File: src/rtl/csr_wb_queue.sv
// Writeback buffer between the CSR unit and the shared writeback bus: an in-order
// FIFO of CSR results with valid/ready output, rename throttling and flush.
module csr_wb_queue #(
  parameter int unsigned DEPTH = 4
) (
  input  logic        clk,
  input  logic        rst,
  input  logic        csr_valid,
  input  logic        csr_error,
  input  logic [4:0]  csr_ecause,
  input  logic [6:0]  csr_robid,
  input  logic [5:0]  csr_rd,
  input  logic [31:0] csr_result,
  input  logic        rob_flush,
  input  logic        wb_ready,
  output logic        wb_valid,
  output logic        wb_error,
  output logic [4:0]  wb_ecause,
  output logic [6:0]  wb_robid,
  output logic [5:0]  wb_rd,
  output logic [31:0] wb_result,
  output logic        csrq_stall,
  output logic        csrq_overflow
);

  localparam int unsigned AW = $clog2(DEPTH);
  localparam logic [AW:0] FULL = (AW + 1)'(DEPTH);

  logic [50:0]   mem [DEPTH];
  logic [AW-1:0] head;
  logic [AW-1:0] tail;
  logic [AW:0]   count;
  logic          pop;
  logic          room;
  logic          push;

  // A pop on the same edge frees a slot, so a full queue can still accept.
  always_comb begin
    pop  = (count != '0) && wb_ready;
    room = (count != FULL) || pop;
    push = csr_valid && room;
  end

  always_ff @(posedge clk or negedge rst) begin
    if (!rst) begin
      head          <= '0;
      tail          <= '0;
      count         <= '0;
      csrq_overflow <= 1'b0;
      for (int unsigned i = 0; i < DEPTH; i++) mem[i[AW-1:0]] <= '0;
    end else if (rob_flush) begin
      head  <= '0;
      tail  <= '0;
      count <= '0;
    end else begin
      if (push) begin
        mem[tail] <= {csr_error, csr_ecause, csr_robid, csr_rd, csr_result};
        tail      <= tail + 1'b1;
      end
      if (pop) head <= head + 1'b1;
      if (csr_valid && !room) csrq_overflow <= 1'b1;
      if (push && !pop)      count <= count + 1'b1;
      else if (pop && !push) count <= count - 1'b1;
    end
  end

  // Stall one entry early: one result may already be in flight when rename sees it.
  assign csrq_stall = (count >= FULL - 1'b1);
  assign wb_valid   = (count != '0);
  assign {wb_error, wb_ecause, wb_robid, wb_rd, wb_result} = mem[head];

endmodule

File: config.mk
export PLATFORM = sky130hd
export DESIGN_NAME = csr_wb_queue
export DESIGN_NICKNAME = d
export VERILOG_FILES = /design/src/rtl/csr_wb_queue.sv
export SDC_FILE = /design/constraint.sdc
export NUM_CORES = 1
export LEC_CHECK = 0
export CAP_MARGIN = 20
export CORE_MARGIN = 2
export CORE_UTILIZATION = 50
export CTS_CLUSTER_SIZE = 14
export DETAILED_ROUTE_END_ITERATION = 7
export MAX_ROUTING_LAYER = met4
export PLACE_DENSITY = 0.75
export SLEW_MARGIN = 10
export SYNTH_ARGS = -nofsm -noshare
export SYNTH_HDL_FRONTEND = slang
export SYNTH_SLANG_ARGS = --single-unit
File: constraint.sdc
create_clock -name clk -period 2.21 [get_ports clk]
set_input_delay 0.442 -clock clk [delete_from_list [all_inputs] [get_ports clk]]
set_output_delay 0.442 -clock clk [all_outputs]
set_load 0.1 [all_outputs]
==> metrics.csv <==
stage,metric,value,unit
clock_network,clock-pin slew on the worst setup and hold paths,60,ps
sta,RSZ-0062 raised after global routing,true,
synth,post-synth top area cell,dfrtp_1,
setup_path,Startpoint Class,register,
layout,Nets,751,
synth,count of different cell masters after synthesis,38,
sta,# setup viols final,51,
synth,synthesis warning total,0,
synth,Mapped Nets,619,
drt,aggregate routed wire length,21070,µm
setup_path,CP max FO,7,
floorplanning,core area,0.02023,mm²
layout,most frequent cells in the layout,"dfrtp_1 (210), mux2_4 (181), buf_12 (73)",
floorplanning,IO Pins,110,
grt,number of global-route vias before repair,6274,
layout,share of cells above drive strength 1,0.5480,
placement,RD Place Congestion,0.7505,
grt,initial antenna violation count,0,
clock_network,H-tree Lvls,1,
placement,port buffer count,109,
layout,area grow syn2layout,27.39,%
clock_network,CTS Sinks,212,
drt,drt first pass iters,5,
drt,via count,5357,
floorplanning,Initial Util,0.5098,
synth,Post-Syn Area,0.01031,mm²
sta,fmax,0.4111,GHz
sta,Rel. slew slack,0.5529,
drt,Routed Antenna Nets,0,
synth,post-synth top area share,0.5143,
drt,wire per inst,21.52,µm
drt,Via density,5.472,
floorplanning,chip width,147.6,µm
grt,first-pass GRT wire length,35480,µm
synth,sequential-to-total area share from yosys stat,0.5143,
sta,fin. max-slew vios,0,
sta,Hold Fails Final Rpt,0,
job,Max Cap Viol,0,
drt,Post-route DRC,0,
hold_path,Hold Path Stages,1,
clock_network,Root Driver,clkbuf_16,
hold_path,worst hold path type,reg -> reg,
grt,gr usage total,0.2101,
floorplanning,die area,0.02179,mm²
clock_network,CTS buffer count,24,
synth,"flops & latches, synth",212,
synth,Cells after Synth,558,
sta,Clock Skew,12.67,ps
layout,"most common cell after layout, fill and taps aside",dfrtp_1,
clock_network,"Clk Latency, worst-skew pair",510,ps
setup_path,CP Data Arrival Time,1990,ps
setup_path,reg2reg path depth,6,
floorplanning,Die Y,147.6,µm
setup_path,CP endpoint kind,primary output,
grt,remaining global-route overflow,0,
sta,Slew @ Worst Pin,661.3,ps
clock_network,CTS tree,done,
sta,fin crit share,1.101,
synth,Synth area leaders,"dfrtp_1 (51%), mux2_4 (26%), mux4_2 (11%)",
sta,Final Critical Period,2432,ps
clock_network,Max Root-Sink Buffers,3,
sta,setup ws final,-222.4,ps
sta,smallest hold slack,481.2,ps
outcome,failing checks,setup timing,
setup_path,kind of critical path,reg -> out,
outcome,outcome,"finished, violations left",
grt,largest net degree at the start of global routing,67,
synth,Mean Syn Cell Area,18.49,µm²
drt,Initial DRC Count,232,
setup_path,critical path required time,1770,ps
placement,post-DP HPWL,13700,µm
floorplanning,row count,52,
==> cell type report <==
class	count	area (µm²)
Antenna cell	1	2.502
Clock buffer	40	742.0
Sequential cell	212	5310
Timing Repair Buffer	146	2153
Clock inverter	4	51.30
Inverter	5	18.77
Multi-Input combinational cell	301	4524
Tap cell	270	337.8
Fill cell	1358	7094
==> sequential cells by signal (all words and copies together), names as in the netlist <==
signal / flops
tail: 2
head: 2
count: 3
csrq_overflow: 1
mem: 204
==> per-stage QoR <==
step	setup TNS (ps)	setup WS [ps]	instances	utilization	instance area, µm²
after detailed placement	-34450	-292.8	930	0.6077	12300
after global placement	-31100	-251.3	930	0.6077	12300
after global routing	-13070	-271.8	978	0.6493	13140
final	-10240	-222.4	979	0.6494	13140
after floorplan	-58.63	-56.96	558	-	10340
after CTS	-12060	-256.4	978	0.6496	13150
==> final timing paths <==
kind / startpoint / endpoint / slack, ps
min reg2reg: csrq_overflow / csrq_overflow / 480
max: head[0] / wb_result[29] / -220
min: csrq_overflow / csrq_overflow / 480
max in group asynchronous: rst / head[0] / 1030
min in group asynchronous: rst / mem[198] / 500
max reg2reg: count[1] / count[2] / 130
==> kinds of logic (layout without fill, tap and decap cells) <==
| logic type | count (synthesis) | count (layout) | synth area share |
|---|---|---|---|
| xor+xnor | 3 | 3 | 0.002548 |
| mux | 257 | 257 | 0.4017 |
| simple gates | 23 | 23 | 0.01747 |
| buf+inv | 45 | 195 | 0.04840 |
| compound gates | 13 | 13 | 0.008736 |
| flops | 212 | 212 | 0.5143 |
| other cells | 0 | 1 | 0 |
| fa+ha+maj | 5 | 5 | 0.006793 |
==> metal layers <==
metal  wire, µm  track usage
met3        883      0.03241
met5          0            -
met1       9054       0.2828
met2      10830       0.3435
met4        304      0.04471
==> worst max-delay path: stages, from the launching register on <==
cell	delay, ps
dfrtp_4	520
buf_4	160
buf_12	140
mux4_2	470
buf_12	190
==> cell usage after synthesis (all sizes together) <==
library cell  instances
nand3b                1
fa                    1
nand4b                1
o21a                  1
o31ai                 1
xor2                  2
o311ai                1
a221oi                1
o21bai                1
mux2                206
nor4b                 1
nand2b                1
and3                  1
a21oi                 2
inv                   5
o21ai                 2
dfrtp               212
clkbuf                8
xnor2                 1
a21o                  2
or3                   1
mux4                 51
nor2                  9
a31oi                 1
o211ai                1
ha                    4
nand3                 6
nor2b                 1
or4b                  1
buf                  32
==> timing repair <==
| action | in CTS | in global routing |
|---|---|---|
| hold buffers | 1 | 0 |
| pin swaps | 0 | 0 |
| setup buffers | 2 | 1 |
| setup endpoints to repair | 52 | 51 |
| gates cloned | 1 | 0 |
| resized for setup | 2 | 3 |
| hold endpoints to repair | 61 | 0 |
Power is not shown: default switching activity piles up to over one toggle a cycle in this logic, so the estimate is an artifact.
